`src/rtl/hall_call_latch.sv`:
```
// Hall-call front end: debounces buttons, latches per-floor requests until acked, ages them.
// Optional HALL_LAMP_EN adds a hall_lamp output that blinks on overdue requests.
module hall_call_latch #(
  parameter int NUM_FLOORS      = 4,
  parameter int DEBOUNCE_CYCLES = 3,
  parameter int AGE_LIMIT       = 200,
  parameter int AGE_W           = 8
`ifdef HALL_LAMP_EN
  ,
  parameter int BLINK_HALF      = 16
`endif
) (
  input  logic                                clk,
  input  logic                                rst,
  input  logic [NUM_FLOORS-1:0]               button_in,
  input  logic [NUM_FLOORS-1:0]               request_ack,
  input  logic                                emergency_stop,
  output logic [NUM_FLOORS-1:0]               floor_requests,
  output logic [NUM_FLOORS-1:0]               overdue,
  output logic [$clog2(NUM_FLOORS+1)-1:0]     pending_count,
  output logic                                new_request
`ifdef HALL_LAMP_EN
  ,
  output logic [NUM_FLOORS-1:0]               hall_lamp
`endif
);

  localparam int CNT_W = $clog2(DEBOUNCE_CYCLES + 1);
  localparam int PC_W  = $clog2(NUM_FLOORS + 1);
  localparam logic [CNT_W-1:0] DB_MAX  = CNT_W'(DEBOUNCE_CYCLES);
  localparam logic [AGE_W-1:0] AGE_MAX = AGE_W'(AGE_LIMIT);

  logic [CNT_W-1:0]      cnt   [NUM_FLOORS];
  logic [CNT_W-1:0]      cnt_n [NUM_FLOORS];
  logic [AGE_W-1:0]      age   [NUM_FLOORS];
  logic [AGE_W-1:0]      age_n [NUM_FLOORS];
  logic [NUM_FLOORS-1:0] armed, armed_n;
  logic [NUM_FLOORS-1:0] req_n, ovd_n;
  logic [PC_W-1:0]       pc_n;
  logic                  press;

  always_comb begin
    req_n   = floor_requests;
    armed_n = armed;
    ovd_n   = '0;
    pc_n    = '0;
    press   = 1'b0;
    for (int unsigned i = 0; i < NUM_FLOORS; i++) begin
      cnt_n[i] = cnt[i];
      age_n[i] = age[i];
      if (emergency_stop) begin
        cnt_n[i]   = '0;
        age_n[i]   = '0;
        armed_n[i] = 1'b1;
        req_n[i]   = 1'b0;
      end else begin
        // The press fires on the edge the counter arrives at the limit; disarming keeps a held button to one event.
        if (button_in[i]) begin
          cnt_n[i] = (cnt[i] == DB_MAX) ? cnt[i] : cnt[i] + 1'b1;
          press    = armed[i] && (cnt_n[i] == DB_MAX);
          if (press) armed_n[i] = 1'b0;
        end else begin
          cnt_n[i]   = '0;
          armed_n[i] = 1'b1;
          press      = 1'b0;
        end
        if (request_ack[i]) begin
          req_n[i] = 1'b0;
          age_n[i] = '0;
        end else if (press && !floor_requests[i]) begin
          req_n[i] = 1'b1;
          age_n[i] = '0;
        end else if (floor_requests[i]) begin
          age_n[i] = (age[i] == AGE_MAX) ? age[i] : age[i] + 1'b1;
        end
      end
      ovd_n[i] = req_n[i] && (age_n[i] == AGE_MAX);
      pc_n     = pc_n + PC_W'(req_n[i]);
    end
  end

  always_ff @(posedge clk) begin
    if (rst) begin
      for (int unsigned i = 0; i < NUM_FLOORS; i++) begin
        cnt[i] <= '0;
        age[i] <= '0;
      end
      armed          <= '1;
      floor_requests <= '0;
      overdue        <= '0;
      pending_count  <= '0;
      new_request    <= 1'b0;
    end else begin
      for (int unsigned i = 0; i < NUM_FLOORS; i++) begin
        cnt[i] <= cnt_n[i];
        age[i] <= age_n[i];
      end
      armed          <= armed_n;
      floor_requests <= req_n;
      overdue        <= ovd_n;
      pending_count  <= pc_n;
      new_request    <= |(req_n & ~floor_requests);
    end
  end

`ifdef HALL_LAMP_EN
  localparam int BW = (BLINK_HALF > 1) ? $clog2(BLINK_HALF) : 1;

  logic [BW-1:0]         blink_cnt;
  logic                  blink_tick;
  logic [NUM_FLOORS-1:0] lamp_n;

  assign blink_tick = (blink_cnt == BW'(BLINK_HALF - 1));

  // Each lamp starts high when its floor becomes overdue, then flips on the shared tick.
  always_comb begin
    lamp_n = '0;
    for (int unsigned i = 0; i < NUM_FLOORS; i++) begin
      if (ovd_n[i])
        lamp_n[i] = !overdue[i] ? 1'b1 : (blink_tick ? ~hall_lamp[i] : hall_lamp[i]);
      else
        lamp_n[i] = req_n[i];
    end
  end

  always_ff @(posedge clk) begin
    if (rst) begin
      blink_cnt <= '0;
      hall_lamp <= '0;
    end else begin
      blink_cnt <= blink_tick ? '0 : blink_cnt + 1'b1;
      hall_lamp <= lamp_n;
    end
  end
`endif

endmodule

```
`config.mk`:
```
export PLATFORM = sky130hd
export DESIGN_NAME = hall_call_latch
export DESIGN_NICKNAME = d
export VERILOG_FILES = /design/src/rtl/hall_call_latch.sv
export SDC_FILE = /design/constraint.sdc
export NUM_CORES = 1
export LEC_CHECK = 0
export CAP_MARGIN = 20
export CORE_ASPECT_RATIO = 0.9
export CORE_MARGIN = 1.5
export CORE_UTILIZATION = 60
export CTS_CLUSTER_DIAMETER = 100
export CTS_CLUSTER_SIZE = 10
export DETAILED_ROUTE_END_ITERATION = 8
export GPL_TIMING_DRIVEN = 0
export PLACE_DENSITY = 0.82
export RECOVER_POWER = 100
export SLEW_MARGIN = 20
export SYNTH_ARGS = -nofsm -noshare
export SYNTH_HDL_FRONTEND = slang
export SYNTH_SLANG_ARGS = --single-unit
```
`constraint.sdc`:
```
create_clock -name clk -period 2.95 [get_ports clk]
set_clock_uncertainty 0.05 [all_clocks]
set_input_delay 0.59 -clock clk [delete_from_list [all_inputs] [get_ports clk]]
set_output_delay 0.59 -clock clk [all_outputs]
set_load 0.03 [all_outputs]
```
After elaboration in Yosys (flattened, before gate mapping)
Memories as Yosys holds them, arrays and structs flattened. Cells that the tools add are included.

Register bits after elaboration: 16. Memory bits (writable): 40. Input port bits: 11. Output and inout port bits: 12. Logic and storage cells: 135. Memories: 2.

$add $sub $neg: 11. Eq/ne operators: 16. Muxes and demuxes: 63. Bitwise gates (word level): 14. Reduce and logical (&&, ||, !) cells: 21.

Memory list: age (depth 4, width 8, read ports 4, clocked after Yosys merged registers in 0, write ports 4, RTL line 35) `logic [AGE_W-1:0] age [NUM_FLOORS];`; cnt (depth 4, width 2, read ports 4, clocked after Yosys merged registers in 0, write ports 4, RTL line 33) `logic [CNT_W-1:0] cnt [NUM_FLOORS];`.

Operator list (count): $mux 8 (24); $eq 8x8->1 const B (8); $add 8x1->8 const B (4); $mux 2 (16); $mux 1 (23); $eq 2x2->1 const B (8); $logic_and 1x1->1 (12); $reduce_or 3->1 (4); $add 2x1->2 const B (4); $or 1x1->1 (8); $and 4x4->4 (1); $logic_not 1->1 (4); $not 1->1 (4); $not 4->4 (1); $reduce_or 4->1 (1); $add 2x1->3 (1); $add 3x1->3 (1); $add 1x1->2 (1).

Logic depth before layout (Yosys ltp)
Depth after elaboration: 13. Depth in mapped cells: 8. Depth with buffers taken out: 8.

Worst setup path before layout
Ideal clock, no wire load.

Path kind: input to register. Start point: input port button_in[0]. End point: register pending_count[1]. Setup time: 125 ps. Arrival time: 2024 ps. Data required time: 2775 ps. Path slack: 751 ps. Stages: 7. Buffers on the path: 0. Cells stage by stage: and3_1 > o21ai_0 > fa_1 > inv_1 > ha_1 > ha_1 > nor2b_1.

Cells in the longest elaborated chain, start to end: 9.

Ends and longest elaborated chain: start, declared (RTL line 15) `input logic [NUM_FLOORS-1:0] button_in,`; $mux 1 (RTL line 58) `if (button_in[i]) begin`; $mux 1 (RTL line 51) `if (emergency_stop) begin`; $logic_and 1x1->1 (RTL line 70) `end else if (press && !floor_requests[i]) begin`; $mux 1 (RTL line 70); $mux 1 (RTL line 67) `if (request_ack[i]) begin`; $mux 1 (RTL line 51); $add 1x1->2 (RTL line 78) `pc_n = pc_n + PC_W'(req_n[i]);`; $add 2x1->3 (RTL line 78); $add 3x1->3 (RTL line 78); via pc_n[1] (RTL line 39) `logic [PC_W-1:0] pc_n;`; end signal, assigned (RTL line 101) `pending_count <= pc_n;`; end, declared (RTL line 20) `output logic [$clog2(NUM_FLOORS+1)-1:0] pending_count,`.

The timed path passes the listed nets, and every way through them passes these cells. The select of a mux whose other input is x is not followed. A chain may end at the register's enable or synchronous reset.

Worst setup path in the final report
Start point: input port emergency_stop. End point: register pending_count[1].

Cells in the longest elaborated chain, start to end: 4. Elaborated cells between the ends (all ways): 7. Those cells by class: add/sub (3); mux (4).

Ends and longest elaborated chain: start, declared (RTL line 17) `input logic emergency_stop,`; $mux 1 (RTL line 51); $add 1x1->2 (RTL line 78); $add 2x1->3 (RTL line 78); $add 3x1->3 * (RTL line 78); via pc_n[1] (RTL line 39).

Mark *: on every way through the listed nets, which the timed path passes. The rest lies on a longest branch.

==> summary.txt <==
Setup path
  • Critical Path Sink Type: register
  • CP required: just over 3 ns
  • Startpoint type of the worst setup path: primary input
  • Bufs and invs on worst path: 2
  • WP data arrival: between 2 and 3 ns
  • Kind of cell adding the most delay to the critical path: adder cells
  • Critical Path Slowest Stage Cell: dlygate4sd3_1
  • Crit Path Class: primary input to register
  • Crit-path max cell delay: between 0.6 and 0.7 ns
  • Most common cell on crit path: ha_1
  • Cell Chain, Critical Path: dlygate4sd3_1 -> nor2_1 -> o21ai_0 -> fa_1 -> inv_1 -> ha_1 -> ha_1 -> nor2b_1
  • Worst-path fanout max: 7

Floorplan
  • Die height: 67.21 um
  • Ports: 23
  • DIE AREA: 0.004997 sq mm
  • FP Rows: 23
  • Initial Util: 62.03%
  • Die Span X: 74.35 um
  • Core Footprint: 0.004432 sq mm

Placed design
  • DP HPWL: 4.015 mm
  • Routability cong.: 0.8418
  • Number of port buffers: 22
  • Post-DP Area: 0.003047 sq mm

Layout
  • Commonest non-fill, non-tap cells in the layout: dfxtp_1 (56), nor2_1 (54), nand2_1 (28)
  • # diodes: 0
  • Net count reported at finish: ~370
  • Post-layout util: a little over two thirds
  • Design area: 0.003134 sq mm
  • Commonest non-fill, non-tap cell in the layout: dfxtp_1
  • Share of layout cells above drive strength 1: between 6 and 7%
  • Area grow syn2layout: 14.02%

Clock tree
  • Hold-fix buffers, CTS: 0
  • H-tree levels: 2
  • Max Root-Sink Buffers: 2
  • Worst skew pair latency: 0.31 ns
  • Setup Buffers After CTS: 0
  • CTS Buf Count: 5
  • Gates resized, CTS repair: 0
  • Clk sinks: 56
  • Root buf cell: clkbuf_8
  • CTS tree: yes
  • Clock Pin Slew Worst Setup and Hold Paths: 0.10 ns

Power and ir drop
  • Peak supply drop: 0.3086 mV
  • Leakage: 0.001124 uW
  • Power Total: 1248 uW
  • Pwr per Cell Area: 398.2 mW/mm^2

STA
  • Final setup violation count: 0
  • Rel. slew slack: between 50% and 60%
  • TNS Setup: 0 ns
  • Tcrit/Tclk final: 91.92%
  • Fin. max-slew vios: 0
  • Crit path time final: about 2.7 ns
  • RSZ-0062 raised after global routing: no
  • Worst slew pin tran: 0.5982 ns
  • Final Hold Vio Count: 0
  • Fmax: about 370 MHz

Global routing
  • Largest net degree at the start of global routing: 17
  • Initial antenna violation count: 0
  • First-pass GRT wire length: 8.914 mm
  • Overflow after GRT: 0
  • GRT Resource Usage Total: 22.96%
  • Vias in the first global route: 2049

Flow run
  • Max cap viols: 0

Logic synthesis
  • Ys Warns: 0
  • Post-Syn Area: 0.002749 sq mm
  • FFs w/ async S/R, synth: 0%
  • Syn avg cell area: 8.510 sq um
  • Synth Flop Type: dfxtp_1
  • Library cells used by synthesis: 50
  • Post-synth EDFFs: 0
  • Syn Inst Count: approximately 320
  • Register bit total from synthesis: 56
  • Syn nets: 345
  • Sequential element share of the synthesized area: 40.78%

Route
  • Wire per inst: 12.94 um
  • Post-Route WL: 5.372 mm
  • Pre-antenna DRT Iters: 4
  • # DRC: 0
  • Drt first-iter violations: between 80 and 90
  • DR vias: about 2300
  • ANT nets after route: 0
  • Vias/cell: 5.492

Run status
  • Status: finished, final reports clean

Worst hold path
  • Hold Crit Class: register to register
## path summary, 6_finish.rpt
path	startpoint	end	slack, ns	cells past startpoint
setup / recovery	emergency_stop	pending_count[1]$_SDFF_PP0_	0.24	8
hold / removal	cnt[0][0]$_SDFF_PP0_	cnt[0][0]$_SDFF_PP0_	0.39	1
setup reg to reg	floor_requests[0]$_SDFF_PP0_	pending_count[1]$_SDFF_PP0_	0.75	6
hold reg to reg	cnt[0][0]$_SDFF_PP0_	cnt[0][0]$_SDFF_PP0_	0.39	1
## area by class of cell
class,instances,area [sq um]
plain buffers,9,47.55
clock buffers,7,86.33
clock inverters,1,7.507
fillers,363,1297
inverters,20,75.07
multi-input cells,238,1499
flip-flops and latches,56,1121
well taps,62,77.57
repair buffers,22,220.2
## flip-flops by register name, indices dropped and copies added, names as in the netlist
signal / flops
age: 32
armed: 4
cnt: 8
floor_requests: 4
new_request: 1
overdue: 4
pending_count: 3
## cells by family after synthesis
logic type | Yosys count | synth area share (%)
compound gates | 43 | 10.92
xor+xnor | 27 | 8.603
fa+ha+maj | 11 | 5.280
buf+inv | 29 | 4.461
flops | 56 | 40.78
mux | 5 | 1.912
simple gates | 152 | 28.04
## power breakdown
part / switching (uW) / total (uW) / internal (uW) / leakage, uW
sequential: 2.03 / 761 / 759 / 0.000452
clock: 248 / 440 / 192 / 0.0000445
combinational: 27.4 / 47.8 / 20.4 / 0.000628
total: 277 / 1250 / 971 / 0.00112
## stage by stage
| stage | worst slack (ns) | hold slack (ns) | instances |
|---|---|---|---|
| after floorplan | 0.7505 | 0.3574 | 323 |
| after global placement | 0.02044 | 0.3668 | 407 |
| after detailed placement | 0.02051 | 0.3698 | 407 |
| after CTS | 0.3381 | 0.3916 | 415 |
| after global routing | 0.1259 | 0.4179 | 415 |
| final | 0.2385 | 0.3916 | 415 |
## synthesized netlist by cell type, drive strengths merged (2+ instances only)
| cell | n | area share, % |
|---|---|---|
| dfxtp | 56 | 41 |
| nor2 | 54 | 7.4 |
| nand2 | 28 | 3.8 |
| inv | 20 | 2.7 |
| xor2 | 15 | 4.8 |
| nand4 | 13 | 3.4 |
| xnor2 | 12 | 3.8 |
| a21oi | 11 | 2.0 |
| ha | 10 | 4.6 |
| nand3 | 10 | 1.8 |
| nor3 | 10 | 2.0 |
| o21ai | 9 | 1.6 |
| nor2b | 6 | 1.4 |
| clkbuf | 5 | 0.68 |
| a21o | 4 | 1.1 |
| buf | 4 | 1.0 |
| nor4 | 4 | 0.91 |
| or2 | 4 | 0.91 |
| and3 | 3 | 0.68 |
| and4b | 3 | 1.1 |
| mux2i | 3 | 1.1 |
| nand2b | 3 | 0.68 |
| or3 | 3 | 0.68 |
| a2111oi | 2 | 0.68 |
| a31oi | 2 | 0.46 |
| and2 | 2 | 0.50 |
| mux2 | 2 | 0.82 |
| nand3b | 2 | 0.55 |
| nand4b | 2 | 0.64 |
| nor3b | 2 | 0.55 |
| o211ai | 2 | 0.55 |
| o21a | 2 | 0.55 |
| o311a | 2 | 0.73 |
| o31a | 2 | 0.64 |
| o41ai | 2 | 0.91 |
| or4b | 2 | 0.73 |
## layer usage
metal	wire, um	vias to the layer above	global-route usage [%]
li1	-	1175	-
met1	2601	1052	29.63
met2	2520	46	39.40
met3	203	6	4.627
met4	46	0	5.909
met5	0	-	0
Note: power is estimated with default switching activity, not from simulation.
